File: config.mk
export PLATFORM = sky130hd
export DESIGN_NAME = alu_arbiter
export DESIGN_NICKNAME = d
export VERILOG_FILES = /design/src/rtl/alu_arbiter.sv
export SDC_FILE = /design/constraint.sdc
export NUM_CORES = 1
export LEC_CHECK = 0
export ABC_AREA = 0
export BUFFER_PORTS_ARGS = -buffer_cell sky130_fd_sc_hd__buf_4
export CAP_MARGIN = 20
export CELL_PAD_IN_SITES_DETAIL_PLACEMENT = 1
export CELL_PAD_IN_SITES_GLOBAL_PLACEMENT = 2
export CORE_MARGIN = 1
export CORE_UTILIZATION = 28
export CTS_BUF_LIST = sky130_fd_sc_hd__clkbuf_8
export DETAILED_ROUTE_END_ITERATION = 12
export GPL_TIMING_DRIVEN = 0
export PLACE_DENSITY_LB_ADDON = 0.08
export RECOVER_POWER = 50
export SLEW_MARGIN = 20
export SYNTH_ARGS = -nofsm -noshare
export SYNTH_HDL_FRONTEND = slang
export SYNTH_SLANG_ARGS = --single-unit
File: constraint.sdc
create_clock -name clk -period 6.2 [get_ports clk]
set_input_delay 0.31 -clock clk [delete_from_list [all_inputs] [get_ports clk]]
set_output_delay 0.31 -clock clk [all_outputs]
set_load 0.01 [all_outputs]
File: src/rtl/alu_arbiter.sv
// alu_arbiter
//   Shares one combinational ALU between two requesters. An operation is
//   accepted in IDLE, held in registers for one EXEC cycle while the ALU
//   evaluates it, and the captured result is presented in RESP until the
//   owning requester takes it. Contests are resolved round-robin.
//
// Ports
//   clk, reset                      clock, async active-high reset
//   reqN_valid/conf/sign/a/b        operation offer from requester N (N=0,1)
//   reqN_ready                      offer of requester N accepted this cycle
//   rspN_valid/result/zero          response to requester N (zeroed when idle)
//   rspN_ready                      requester N takes its response
//   alu_conf/sign/in1/in2           registered operation driven to the ALU
//   alu_result, alu_zero            combinational ALU outputs
//
// state | meaning
// IDLE  | waiting for an offer; arbitration and acceptance happen here
// EXEC  | operation registers drive the ALU; result captured on exit
// RESP  | captured result offered to the granted requester
module alu_arbiter #(
  parameter int DW = 32
) (
  input  logic          clk,
  input  logic          reset,
  input  logic          req0_valid,
  input  logic [4:0]    req0_conf,
  input  logic          req0_sign,
  input  logic [DW-1:0] req0_a,
  input  logic [DW-1:0] req0_b,
  output logic          req0_ready,
  input  logic          req1_valid,
  input  logic [4:0]    req1_conf,
  input  logic          req1_sign,
  input  logic [DW-1:0] req1_a,
  input  logic [DW-1:0] req1_b,
  output logic          req1_ready,
  output logic          rsp0_valid,
  output logic [DW-1:0] rsp0_result,
  output logic          rsp0_zero,
  input  logic          rsp0_ready,
  output logic          rsp1_valid,
  output logic [DW-1:0] rsp1_result,
  output logic          rsp1_zero,
  input  logic          rsp1_ready,
  output logic [4:0]    alu_conf,
  output logic          alu_sign,
  output logic [DW-1:0] alu_in1,
  output logic [DW-1:0] alu_in2,
  input  logic [DW-1:0] alu_result,
  input  logic          alu_zero
);

  typedef enum logic [1:0] {IDLE, EXEC, RESP} state_t;

  state_t        state_q, state_d;
  logic          grant_q, grant_d;
  logic          last_q, last_d;
  logic [4:0]    conf_q, conf_d;
  logic          sign_q, sign_d;
  logic [DW-1:0] a_q, a_d;
  logic [DW-1:0] b_q, b_d;
  logic [DW-1:0] res_q, res_d;
  logic          zero_q, zero_d;
  logic          sel;

  always_ff @(posedge clk or posedge reset) begin
    if (reset) begin
      state_q <= IDLE;
      grant_q <= 1'b0;
      last_q  <= 1'b1;
      conf_q  <= '0;
      sign_q  <= 1'b0;
      a_q     <= '0;
      b_q     <= '0;
      res_q   <= '0;
      zero_q  <= 1'b0;
    end else begin
      state_q <= state_d;
      grant_q <= grant_d;
      last_q  <= last_d;
      conf_q  <= conf_d;
      sign_q  <= sign_d;
      a_q     <= a_d;
      b_q     <= b_d;
      res_q   <= res_d;
      zero_q  <= zero_d;
    end
  end

  always_comb begin
    state_d    = state_q;
    grant_d    = grant_q;
    last_d     = last_q;
    conf_d     = conf_q;
    sign_d     = sign_q;
    a_d        = a_q;
    b_d        = b_q;
    res_d      = res_q;
    zero_d     = zero_q;
    req0_ready = 1'b0;
    req1_ready = 1'b0;

    // Both asking: favour the one not served last. One asking: it wins.
    if (req0_valid && req1_valid) sel = ~last_q;
    else                          sel = req1_valid;

    case (state_q)
      IDLE: begin
        // Ready is combinational on the offer, so it must also be masked
        // while reset is held, not just by the cleared state.
        if (!reset && (req0_valid || req1_valid)) begin
          req0_ready = ~sel;
          req1_ready = sel;
          grant_d    = sel;
          last_d     = sel;
          conf_d     = sel ? req1_conf : req0_conf;
          sign_d     = sel ? req1_sign : req0_sign;
          a_d        = sel ? req1_a    : req0_a;
          b_d        = sel ? req1_b    : req0_b;
          state_d    = EXEC;
        end
      end
      EXEC: begin
        res_d   = alu_result;
        zero_d  = alu_zero;
        state_d = RESP;
      end
      RESP: begin
        if (grant_q ? rsp1_ready : rsp0_ready) state_d = IDLE;
      end
      default: state_d = IDLE;
    endcase
  end

  assign rsp0_valid  = (state_q == RESP) && !grant_q;
  assign rsp1_valid  = (state_q == RESP) && grant_q;
  assign rsp0_result = rsp0_valid ? res_q  : '0;
  assign rsp0_zero   = rsp0_valid ? zero_q : 1'b0;
  assign rsp1_result = rsp1_valid ? res_q  : '0;
  assign rsp1_zero   = rsp1_valid ? zero_q : 1'b0;

  assign alu_conf = conf_q;
  assign alu_sign = sign_q;
  assign alu_in1  = a_q;
  assign alu_in2  = b_q;

endmodule

==> flow_summary_export.csv, run 1 <==
group,metric,value,unit
cells_and_area,design_area,8182,um^2
timing,grt_setup_unrepaired,"false",
grt,antenna_found_initial,0,
power,finalPower,3.168,mW
grt,grt_max_degree,73,
routing,drt-wirelength-per-cell,18.91,um
critical_path,path_class,"flop to output pin",
die,die_h,142.4,um
yosys,synth_seq_area_share,48.54,%
cells_and_area,final_util,43.02,%
routing,drtAntennaViolNets,0,
timing,relSlewSlack,-12.97,%
critical_path,critPathLaunch,"state_q[0]",
run,maxCapViolCount,1,
cells_and_area,area_growth,48.24,%
clock_network,clk_pin_slew_worst_paths,0.11,ns
cells_and_area,stdcell_count,1079,
critical_path,arrival,2.09,ns
die,rows,50,
place,gp_congestion,0.7638,
worst_hold_path,hold_path_startpoint,"req1_a[28]",
place,pre_cts_slack,4.170,ns
timing,fmax,0.4163,GHz
grt,first_global_vias,5680,
place,io_buffers,317,
clock_network,cts_buffers,9,
yosys,synth_cell_types,21,
routing,drcViolationCount,0,
die,dieArea,20280,um^2
routing,route.vias.total,5185,
clock_network,ctsResizeCount,0,
clock_network,cts_hold_buf,1,
power,power.leakage,3.819,nW
clock_network,htreeDepth,3,
power,p_int,1.940,mW
timing,whs,0.1421,ns
cells_and_area,antenna_cells,0,
power,power.density,387.2,nW/um^2
routing,detail_route.iter0.violations,178,
cells_and_area,nets,993,
die,start_util,29.02,%
routing,first_pass_iters,4,
yosys,synth_nets,663,
die,ioPinCount,319,
clock_network,cts.path.max_buffers,2,
die,core_area,19020,um^2
grt,grt_pass1_wl,31190,um
clock_network,clk_latency,0.39,ns
timing,fin_tns_setup,0,ns
timing,layout_worst_path_cycle_share,38.74,%
timing,post-route-worst-setup-slack,3.798,ns
cells_and_area,num-fill-cells,2247,
grt,grt_remaining_overflow,0,
yosys,synth_warnings,0,
place,placed_cells,1062,
timing,worst_pin_slew,1.685,ns
clock_network,cts-root-buf,"clkbuf_8",
timing,min_period,2.402,ns
outcome,outcome,"finished with violations",
clock_network,cts_setup_buffers,0,
yosys,avgSynthCellArea,11.40,um^2
timing,final_hold_viol_count,0,
routing,viasPerCell,4.805,
critical_path,required,5.89,ns
critical_path,start_kind,"flop",
worst_hold_path,hold_class,"input pin to flop",
power,pwr-share-clk,13.7,%
clock_network,cts_tree,"done",
critical_path,crit_fanout,10,
power,ir_worst_vdd,127.7,uV
power,power_frac_comb,47.0,%
power,swShare,38.77,%
yosys,synth-seq-cells,107,
grt,grt_use_total,20.41,%
yosys,syn_inst,484,
place,dpl-instance-area,8257,um^2
cells_and_area,drive_above_1_share,49.08,%
timing,clock-skew-final,0.01158,ns
timing,maxSlewViolCount,36,
timing,setup_viol,0,
routing,routed_wl,20410,um
outcome,failed_checks,"capacitance limit, slew limit",
place,post-dp-hpwl,15920,um
die,die_w,142.4,um
power,p_switching,1.228,mW
critical_path,endpoint_kind,"output pin",
critical_path,timing.rr.start,"state_q[1]",
power,seqPwrFrac,39.3,%
clock_network,clock-sinks,107,
yosys,synth_area,5519,um^2
## cell type report
class	count	area, um^2	area share [%]
sequential	107	2679	32.74
multi-input combinational	324	2546	31.12
timing repair buffer	319	2151	26.29
tap	260	325.3	3.976
buffer	49	277.8	3.395
clock buffer	9	123.9	1.514
clock inverter	7	62.56	0.7646
inverter	4	16.27	0.1988
## placed cells by master, fill, tap and decap left out
master and instances:
nor3_2 70, nor2b_1 1, buf_6 8, clkinvlp_2 1, nor2_1 2, mux2_2 34
or3_1 1, clkbuf_1 85, dfrtp_1 106, clkinv_2 1, o21ai_1 1, nand2b_1 2
dfstp_2 1, bufinv_16 1, buf_4 246, clkinvlp_4 1, dlygate4sd3_1 1, and2_1 66
o21ai_0 1, inv_1 6, nor3b_4 1, and3_1 1, clkinv_4 1, buf_16 1
a21oi_1 2, a221o_1 70, buf_2 27, nand2_1 71, nor3_1 1, clkbuf_8 9
## sequential cells by signal, summed over array words and instances (netlist names), 2 cells and up
register / count
alu_in1: 32
state_q: 2
alu_in2: 32
res_q: 32
alu_conf: 5
## metal layers
layer / routed length (um) / global-route usage, % / vias up
li1: - / - / 2405
met1: 7667 / 22.03 / 2537
met2: 10500 / 37.07 / 211
met3: 1672 / 6.057 / 32
met4: 566 / 8.263 / 0
met5: 0 / 0 / -
## final timing paths
check                                        to  cells past startpoint  slack (ns)
worst max register to register      alu_in2[24]                      4        4.40
max in group asynchronous                last_q                      4        4.25
worst max-delay path            rsp1_result[28]                      5        3.80
min in group asynchronous           alu_in2[16]                      3        0.93
worst min register to register           last_q                      2        0.48
worst min-delay path                alu_in1[28]                      2        0.14
## cells in the mapped netlist, drive strengths merged
master  count  area [um^2]
a21oi       2        10.01
a221o      70        700.7
and2       66        412.9
and3        1        6.260
buf        36        230.2
clkbuf     13        48.80
dfrtp     106         2653
dfstp       1        26.28
inv         4        15.01
mux2       34        382.9
nand2      71        266.5
nand2b      2        12.51
nor2        2        7.510
nor2b       1        6.260
nor3       71        705.7
nor3b       1        18.77
o21ai       2        10.00
or3         1        6.260
## power groups by stage
| stage | combinational (mW) | sequential (mW) | clock (mW) |
|---|---|---|---|
| finish | 1.49 | 1.25 | 0.434 |
| global route | 1.63 | 1.29 | 0.479 |
| CTS | 1.70 | 1.25 | 0.455 |
| detailed placement | 1.70 | 1.26 | 0 |
| global placement | 1.66 | 1.25 | 0 |
| floorplan | 0.800 | 1.31 | 0 |
## worst max-delay path, cell delays in order (launching register included)
cell and delay [ns]:
dfrtp_1 0.42, nand2b_1 0.19, nor2_1 0.41, clkbuf_1 0.38, and2_1 0.19, buf_4 0.12
## cells by family after synthesis
kind of cell / synth area share (%)
AO/OA/AOI/OAI: 13.06
buffers and inverters: 5.328
flip-flops: 48.54
multiplexers: 6.937
AND/OR/NAND/NOR: 26.14
Note: power is estimated with default switching activity, not from simulation.
==> run 2, diff against run 1 <==
CORE_UTILIZATION = 24   (was 28)
clock period = 2.1 ns   (was 6.2 ns; I/O delays follow)
==> run 2 against run 1 <==
Effect of this change:
- the flow now finishes without violations
- final area grew 14%
- sequential share of layout area shrank 4.0 points
- combinational power grew to 3.1 times the previous value
- core utilization shrank 1.7 points
- clock skew grew 0.0056 ns
- sequential power grew to 3.0 times the previous value
- critical path depth is the same
- flip-flop and latch count is the same
- largest power group unchanged
- worst setup slack lost 3.7 ns
- register-to-register slack lost 4.2 ns
==> flow_summary_export.csv, run 2 (synthesized netlist as in run 1, its figures left out) <==
group,metric,value,unit
outcome,outcome,"completed",
timing,relSlewSlack,39.46,%
place,pre_cts_slack,0.1693,ns
critical_path,start_kind,"flop",
grt,grt_max_degree,28,
critical_path,cp_common_cell,"buf_6",
timing,fmax,0.5018,GHz
routing,first_pass_iters,4,
cells_and_area,final_util,41.34,%
place,post-dp-hpwl,16280,um
clock_network,clock-sinks,107,
critical_path,crit_fanout,10,
grt,grt_remaining_overflow,0,
power,power.leakage,4.312,nW
critical_path,critPathLaunch,"state_q[1]",
critical_path,crit_path_cell_trace,"or3_1 > buf_6 > buf_6 > nor3b_4 > buf_6",
critical_path,path_class,"flop to output pin",
die,start_util,24.45,%
cells_and_area,final_common_cell,"buf_4",
cells_and_area,nets,1100,
timing,clock-skew-final,0.01721,ns
run,maxCapViolCount,0,
worst_hold_path,hold_depth,3,
power,pwr-share-clk,15.8,%
worst_hold_path,hold_path_startpoint,"rsp0_ready",
die,rows,55,
critical_path,required,2.00,ns
place,gp_congestion,0.7814,
timing,layout_worst_path_cycle_share,94.89,%
power,power.density,1056,nW/um^2
cells_and_area,num-fill-cells,2588,
routing,drt-wirelength-per-cell,18.15,um
power,p_switching,3.700,mW
die,core_area,22570,um^2
cells_and_area,stdcell_count,1210,
timing,whs,0.06292,ns
timing,final_hold_viol_count,0,
routing,viasPerCell,4.616,
timing,maxSlewViolCount,0,
grt,grt_use_total,18.74,%
clock_network,cts_tree,"done",
place,dpl-instance-area,8354,um^2
die,die_h,153.6,um
grt,first_global_vias,6196,
critical_path,slowest_stage,"dfrtp_1",
worst_hold_path,hold_class,"input pin to flop",
clock_network,cts_buffers,9,
power,finalPower,9.849,mW
power,seqPwrFrac,37.5,%
grt,grt_pass1_wl,34530,um
critical_path,timing.rr.start,"state_q[1]",
cells_and_area,drive_above_1_share,44.86,%
critical_path,endpoint_kind,"output pin",
routing,drtAntennaViolNets,0,
cells_and_area,design_area,9331,um^2
timing,grt_setup_unrepaired,"true",
clock_network,htreeDepth,3,
cells_and_area,area_growth,69.08,%
timing,fin_tns_setup,0,ns
power,ir_worst_vdd,356.8,uV
cells_and_area,layout_common_cells,"buf_4, dfrtp_1, dlygate4sd3_1",
routing,route.vias.total,5585,
place,placed_cells,1090,
timing,min_period,1.993,ns
timing,post-route-worst-setup-slack,0.1073,ns
grt,antenna_found_initial,0,
power,p_int,6.150,mW
power,swShare,37.56,%
critical_path,arrival,1.89,ns
timing,setup_viol,0,
die,die_w,153.6,um
routing,routed_wl,21960,um
timing,worst_pin_slew,0.9020,ns
critical_path,rr_worst_depth,4,
cells_and_area,antenna_cells,0,
die,dieArea,23610,um^2
clock_network,cts.path.max_buffers,2,
die,ioPinCount,319,
power,power_frac_comb,46.7,%
routing,drcViolationCount,0,
clock_network,clk_latency,0.38,ns
clock_network,cts-root-buf,"clkbuf_8",
clock_network,clk_pin_slew_worst_paths,0.09,ns
routing,detail_route.iter0.violations,159,
place,io_buffers,317,
critical_path,max_stage_delay,0.43,ns
## run 2: area by class of cell
class	instances	area, um^2	area share (%)
flip-flops and latches	107	2679	28.71
repair buffers	426	3199	34.29
well taps	285	356.6	3.821
plain buffers	49	289.0	3.097
clock buffers	10	137.6	1.475
clock inverters	5	102.6	1.099
multi-input cells	324	2551	27.34
inverters	4	16.27	0.1743
## run 2: worst paths after layout
kind,endpoint,slack (ns)
max in group asynchronous,alu_in1[6],0.34
max,req0_ready,0.11
max reg2reg,alu_in2[18],0.23
min reg2reg,last_q,0.48
min,state_q[1],0.06
min in group asynchronous,alu_in2[10],0.47
## run 2: power by group through the flow
stage | combinational, mW | clock [mW] | sequential (mW)
after global placement | 4.91 | 0 | 3.70
after CTS | 5.20 | 1.63 | 3.72
final | 4.60 | 1.56 | 3.70
after detailed placement | 5.04 | 0 | 3.73
after global routing | 5.00 | 1.70 | 3.84
after floorplan | 2.36 | 0 | 3.87
## run 2: worst max-delay path, delay by kind of cell (launching register included)
kind	cells	cell delay (ns)
buf+inv	3	0.47
flops	1	0.43
simple gates	2	0.61
## run 2: layer usage
layer / track usage [%] / wire length (um) / vias to the layer above
li1: - / - / 2604
met1: 21.98 / 8824 / 2749
met3: 5.271 / 1549 / 24
met5: 0 / 0 / -
met4: 6.286 / 427 / 0
met2: 32.75 / 11160 / 208
## run 2: timing repair
item / in CTS / in global routing
setup buffers: 0 / 1
hold buffers: 104 / 0
endpoints found under the setup margin: 60 / 57
pin swaps: 0 / 1
endpoints found under the hold margin: 120 / 0
resized for setup: 4 / 10
cloned: 0 / 0
